File: src/rtl/mem_port_arbiter.sv
// mem_port_arbiter: shares one single-ported memory between instruction
// fetch (I) and the load/store path (D). D wins contention, but a streak
// limiter forces I in after MAX_D_STREAK consecutive contended D grants.
// Addresses are word-aligned on issue, and a misaligned address or a
// memory response timeout raises a sticky error.
module mem_port_arbiter #(
    parameter int unsigned MAX_D_STREAK = 4,
    parameter int unsigned TIMEOUT      = 64
) (
    input  logic        clk,
    input  logic        rst,
    input  logic        i_req,
    input  logic [31:0] i_addr,
    output logic        i_done,
    output logic [31:0] i_rdata,
    input  logic        d_req,
    input  logic        d_we,
    input  logic [31:0] d_addr,
    input  logic [31:0] d_wdata,
    output logic        d_done,
    output logic [31:0] d_rdata,
    output logic        mem_req,
    output logic        mem_we,
    output logic [31:0] mem_addr,
    output logic [31:0] mem_wdata,
    input  logic        mem_ready,
    input  logic [31:0] mem_rdata,
    output logic        err,
    output logic [1:0]  err_code
);

    typedef enum logic [1:0] {IDLE, BUSY, RESP} state_t;
    typedef enum logic {OWN_I, OWN_D} owner_t;

    state_t     state;
    owner_t     owner;
    logic [3:0] streak;
    logic [7:0] tcnt;

    logic       streak_full;
    logic       grant_d;
    logic       grant_i;

    // Grant decision for the current IDLE cycle: D first unless the streak is exhausted
    always_comb begin
        streak_full = (streak == 4'(MAX_D_STREAK));
        grant_d     = 1'b0;
        grant_i     = 1'b0;
        if (d_req && !(i_req && streak_full))
            grant_d = 1'b1;
        else if (i_req)
            grant_i = 1'b1;
    end

    // Port FSM with registered memory-side and requester-side outputs
    always_ff @(posedge clk) begin
        if (rst) begin
            state     <= IDLE;
            owner     <= OWN_I;
            streak    <= '0;
            tcnt      <= '0;
            i_done    <= 1'b0;
            i_rdata   <= '0;
            d_done    <= 1'b0;
            d_rdata   <= '0;
            mem_req   <= 1'b0;
            mem_we    <= 1'b0;
            mem_addr  <= '0;
            mem_wdata <= '0;
            err       <= 1'b0;
            err_code  <= 2'b00;
        end else begin
            i_done <= 1'b0;
            d_done <= 1'b0;
            case (state)
                IDLE: begin
                    if (grant_d) begin
                        state     <= BUSY;
                        owner     <= OWN_D;
                        mem_req   <= 1'b1;
                        mem_we    <= d_we;
                        mem_addr  <= {d_addr[31:2], 2'b00};
                        mem_wdata <= d_wdata;
                        tcnt      <= '0;
                        // streak only counts D grants that actually held I off
                        if (i_req)
                            streak <= streak + 4'd1;
                        if (d_addr[1:0] != 2'b00 && !err) begin
                            err      <= 1'b1;
                            err_code <= 2'b10;
                        end
                    end else if (grant_i) begin
                        state     <= BUSY;
                        owner     <= OWN_I;
                        mem_req   <= 1'b1;
                        mem_we    <= 1'b0;
                        mem_addr  <= {i_addr[31:2], 2'b00};
                        mem_wdata <= '0;
                        tcnt      <= '0;
                        streak    <= '0;
                        if (i_addr[1:0] != 2'b00 && !err) begin
                            err      <= 1'b1;
                            err_code <= 2'b01;
                        end
                    end
                end
                BUSY: begin
                    if (mem_ready) begin
                        state   <= RESP;
                        mem_req <= 1'b0;
                        mem_we  <= 1'b0;
                        if (owner == OWN_D) begin
                            d_rdata <= mem_rdata;
                            d_done  <= 1'b1;
                        end else begin
                            i_rdata <= mem_rdata;
                            i_done  <= 1'b1;
                        end
                    end else if (tcnt == 8'(TIMEOUT - 1)) begin
                        // abort: requester still gets its resume pulse, with zero data
                        state   <= RESP;
                        mem_req <= 1'b0;
                        mem_we  <= 1'b0;
                        if (owner == OWN_D) begin
                            d_rdata <= '0;
                            d_done  <= 1'b1;
                        end else begin
                            i_rdata <= '0;
                            i_done  <= 1'b1;
                        end
                        if (!err) begin
                            err      <= 1'b1;
                            err_code <= 2'b11;
                        end
                    end else begin
                        tcnt <= tcnt + 8'd1;
                    end
                end
                RESP: begin
                    // done is visible this cycle; requests are not sampled here
                    state <= IDLE;
                end
                default: state <= IDLE;
            endcase
        end
    end

endmodule
File: config.mk
export PLATFORM = sky130hd
export DESIGN_NAME = mem_port_arbiter
export DESIGN_NICKNAME = d
export VERILOG_FILES = /design/src/rtl/mem_port_arbiter.sv
export SDC_FILE = /design/constraint.sdc
export NUM_CORES = 1
export LEC_CHECK = 0
export CAP_MARGIN = 20
export CORE_MARGIN = 2
export CORE_UTILIZATION = 43
export DETAILED_ROUTE_END_ITERATION = 8
export GPL_TIMING_DRIVEN = 0
export PLACE_DENSITY = 0.8
export RECOVER_POWER = 100
export SYNTH_ARGS = -nofsm -noshare
export SYNTH_HDL_FRONTEND = slang
export SYNTH_SLANG_ARGS = --single-unit
File: constraint.sdc
create_clock -name clk -period 2.3 [get_ports clk]
set_input_delay 0.46 -clock clk [delete_from_list [all_inputs] [get_ports clk]]
set_output_delay 0.46 -clock clk [all_outputs]
set_load 0.02 [all_outputs]
==> results.py <==
metrics = {
    "timing": {
        "layout_min_cycle_time_ns": 2.14,
        "fin_skew_ns": 0.0167,
        "finalMaxSlewViolations": 0,
        "hold_viol_final": 0,
        "setup_violations": 0,
        "rsz0062_at_grt": "false",
        "relSlewSlack": 0.507,
        "tightestPinTransition_ns": 0.738,
        "fin_crit_sh": 0.930,
        "setup_tns_ns": 0,
        "fmax_ghz": 0.468,
    },
    "setup_path": {
        "cp.depth": 5,
        "critical_path.max_fanout": 7,
        "critPathLaunchType": "primary input",
        "critPathArrivalTime_ns": 2.42,
        "required_ns": 2.58,
        "max_stage_delay_ns": 0.67,
        "ff2ff_path_depth": 7,
        "worstPathCellList": "dlygate4sd3_1 > or2_1 > a2111oi_2 > nand2b_1 > o32ai_1",
        "worstSetupPathType": "primary input to flip-flop",
        "end_kind": "flip-flop",
        "slowest_stage": "a2111oi_2",
        "cpLargestDelayFamily": "compound AO/OA/AOI/OAI gates",
        "cp.buffers_inverters": 1,
    },
    "power": {
        "p_int_w": 0.00505,
        "comb_power_share": 0.178,
        "clkPwrFrac": 0.416,
        "switching_share": 0.257,
        "sequentialPowerShare": 0.406,
        "p_leak_nw": 4.26,
        "peakVddDrop_uv": 577,
        "power_density_nw_per_um2": 702,
        "switchingPower_w": 0.00175,
        "power_w": 0.00680,
    },
    "final_layout": {
        "nFillCells": 1161,
        "diodes": 0,
        "stdcell_area_um2": 9690,
        "nets": 1065,
        "drive_above_1_share": 0.0734,
        "area_growth_pct": 54.4,
        "final_cell_mix": "dfxtp_1 (148), dlygate4sd3_1 (134), clkdlybuf4s50_1 (129)",
        "mostFrequentLayoutCell": "dfxtp_1",
    },
    "min_path": {
        "min_path_cells": 3,
        "holdCritPathClass": "primary input to flip-flop",
    },
    "drt": {
        "routedWlPerCell_um": 16.7,
        "viasPerCell": 5.29,
        "wirelength_um": 18800,
        "drt_pass1_iterations": 4,
        "drc": 0,
        "drt-initial-drc-count": 298,
        "vias": 5951,
        "postRouteAntennaNets": 0,
    },
    "clocking": {
        "clk_latency_ns": 0.43,
        "cts.htree.levels": 4,
        "cts_inserted_buffers": 17,
        "cts_tree": "built",
        "cts_hold_buffers": 0,
        "root_buffer": "clkbuf_16",
        "path_clk_slew_ns": 0.06,
        "cts_num_sinks": 148,
        "cts_resized": 0,
        "cts_buffer_depth": 2,
        "postCtsSetupRepairBufs": 0,
    },
    "place": {
        "dpl.hpwl_um": 13900,
        "portBuffers": 263,
        "gp_congestion": 0.849,
        "placed_cell_area_um2": 9140,
    },
    "grt": {
        "grt_pass1_vias": 5871,
        "grt_use_total": 0.236,
        "gr-total-overflow": 0,
        "grt_max_degree": 17,
        "grt_pass1_wl_um": 29800,
        "antenna_found_initial": 0,
    },
    "logic_synthesis": {
        "yosys_warnings": 0,
        "ys.flop_type": "dfxtp_1",
        "synth_area_um2": 6280,
        "synthArstFlopShare": 0,
        "ys_seq_area_frac": 0.472,
        "yosys-top-cells-area": "dfxtp_1 (47%), mux2i_1 (10%), a31o_1 (4.5%), nor2_1 (4.4%), a211oi_1 (3.9%)",
        "synth_cells": 645,
        "synth_edf_count": 0,
        "avgSynthCellArea_um2": 9.73,
        "yosys_register_bits": 148,
        "synth_top_area_share": 0.472,
        "synth_cell_type_count": 58,
        "synth_top_area_cell": "dfxtp_1",
    },
    "floorplanning": {
        "dieWidth_um": 125,
        "rows": 44,
        "pin_count": 269,
        "initial_core_util": 0.435,
        "die_h_um": 125,
        "dieArea_um2": 15600,
        "design.core.area_um2": 14400,
    },
    "run": {
        "cap_violations": 0,
    },
    "run_status": {
        "outcome": "finished, final reports clean",
    },
}
-- state kept, by name, summed over array words and instances, names as in the netlist, 2 cells and up --
| signal | cells |
|---|---|
| d_rdata | 32 |
| state | 2 |
| tcnt | 8 |
| mem_wdata | 32 |
| i_rdata | 32 |
| err_code | 2 |
| mem_addr | 30 |
| streak | 4 |
-- worst reg2reg max path, delay by kind of cell, from the launching register on --
family / cells / cell delay, ns
simple gates: 2 / 0.61
flops: 1 / 0.39
buf+inv: 2 / 0.33
fa+ha+maj: 1 / 0.24
compound gates: 2 / 0.39
-- Yosys cell counts (2+ instances only) --
| library cell | number |
|---|---|
| dfxtp_1 | 148 |
| nor2_1 | 73 |
| mux2i_1 | 64 |
| nand2_1 | 41 |
| nand3_1 | 38 |
| a211oi_1 | 33 |
| nor4_1 | 33 |
| a22oi_1 | 32 |
| a31o_1 | 32 |
| clkbuf_1 | 27 |
| a21oi_1 | 13 |
| buf_2 | 11 |
| buf_6 | 11 |
| inv_1 | 6 |
| nor3_1 | 6 |
| o21ai_0 | 6 |
| buf_4 | 5 |
| dlygate4sd1_1 | 5 |
| buf_8 | 3 |
| dlymetal6s2s_1 | 3 |
| ha_1 | 3 |
| nand2b_1 | 3 |
| o21ai_1 | 3 |
| or3_1 | 3 |
| a31oi_1 | 2 |
| and2_1 | 2 |
| and3_1 | 2 |
| nand3b_1 | 2 |
| nand4b_1 | 2 |
| nor2b_1 | 2 |
| o211a_1 | 2 |
| o31ai_1 | 2 |
| or4_1 | 2 |
-- layout make-up --
class / instances / area [um^2] / area share
clock inverters: 9 / 126 / 0.0130
plain buffers: 67 / 445 / 0.0460
flip-flops and latches: 148 / 2960 / 0.306
multi-input cells: 425 / 2800 / 0.288
inverters: 6 / 22.5 / 0.00232
repair buffers: 263 / 2630 / 0.272
clock buffers: 22 / 474 / 0.0489
well taps: 184 / 230 / 0.0238
-- per-stage QoR --
step | setup WS, ns | utilization | std cells | hold WS, ns
finish | 0.161 | 0.672 | 1124 | 0.371
CTS | 0.295 | 0.676 | 1124 | 0.356
floorplan | 0.536 | - | 646 | 0.443
global placement | -0.108 | 0.634 | 1093 | 0.445
detailed placement | -0.126 | 0.634 | 1093 | 0.446
global route | 0.0983 | 0.672 | 1124 | 0.382
-- logic make-up (layout without fill, tap and decap cells) --
| kind of cell | count (synthesis) | count (layout) | synth area share |
|---|---|---|---|
| compound gates | 136 | 136 | 0.167 |
| fa+ha+maj | 3 | 3 | 0.00598 |
| buf+inv | 73 | 367 | 0.0777 |
| flops | 148 | 148 | 0.472 |
| mux | 65 | 65 | 0.104 |
| other cells | 1 | 2 | 0.000597 |
| simple gates | 219 | 219 | 0.173 |
-- power by group through the flow --
stage	registers, W	logic [W]	clock network, W
5_1_grt	0.00277	0.00131	0.00297
2_1_floorplan	0.00296	0.000495	0
3_5_place_dp	0.00282	0.00126	0
3_3_place_gp	0.00281	0.00125	0
6_report	0.00276	0.00121	0.00283
4_1_cts	0.00277	0.00127	0.00287
-- path summary, 6_finish.rpt --
kind             start     endpoint  slack (ns)
max              i_req      tcnt[5]        0.16
min          mem_ready  d_rdata[31]        0.37
max reg2reg    tcnt[0]  i_rdata[12]        0.23
min reg2reg     mem_we       mem_we        0.45
-- routing by layer --
metal  vias to the layer above  wire (um)  share of wire  track usage
met5                         -          0              0            0
met4                         0        512          0.027        0.103
met3                        35       1490          0.079       0.0752
met2                       227       9060           0.48        0.393
met1                      2766       7760           0.41        0.280
li1                       2923          -              -            -
Power figures use the tool's default switching activity.
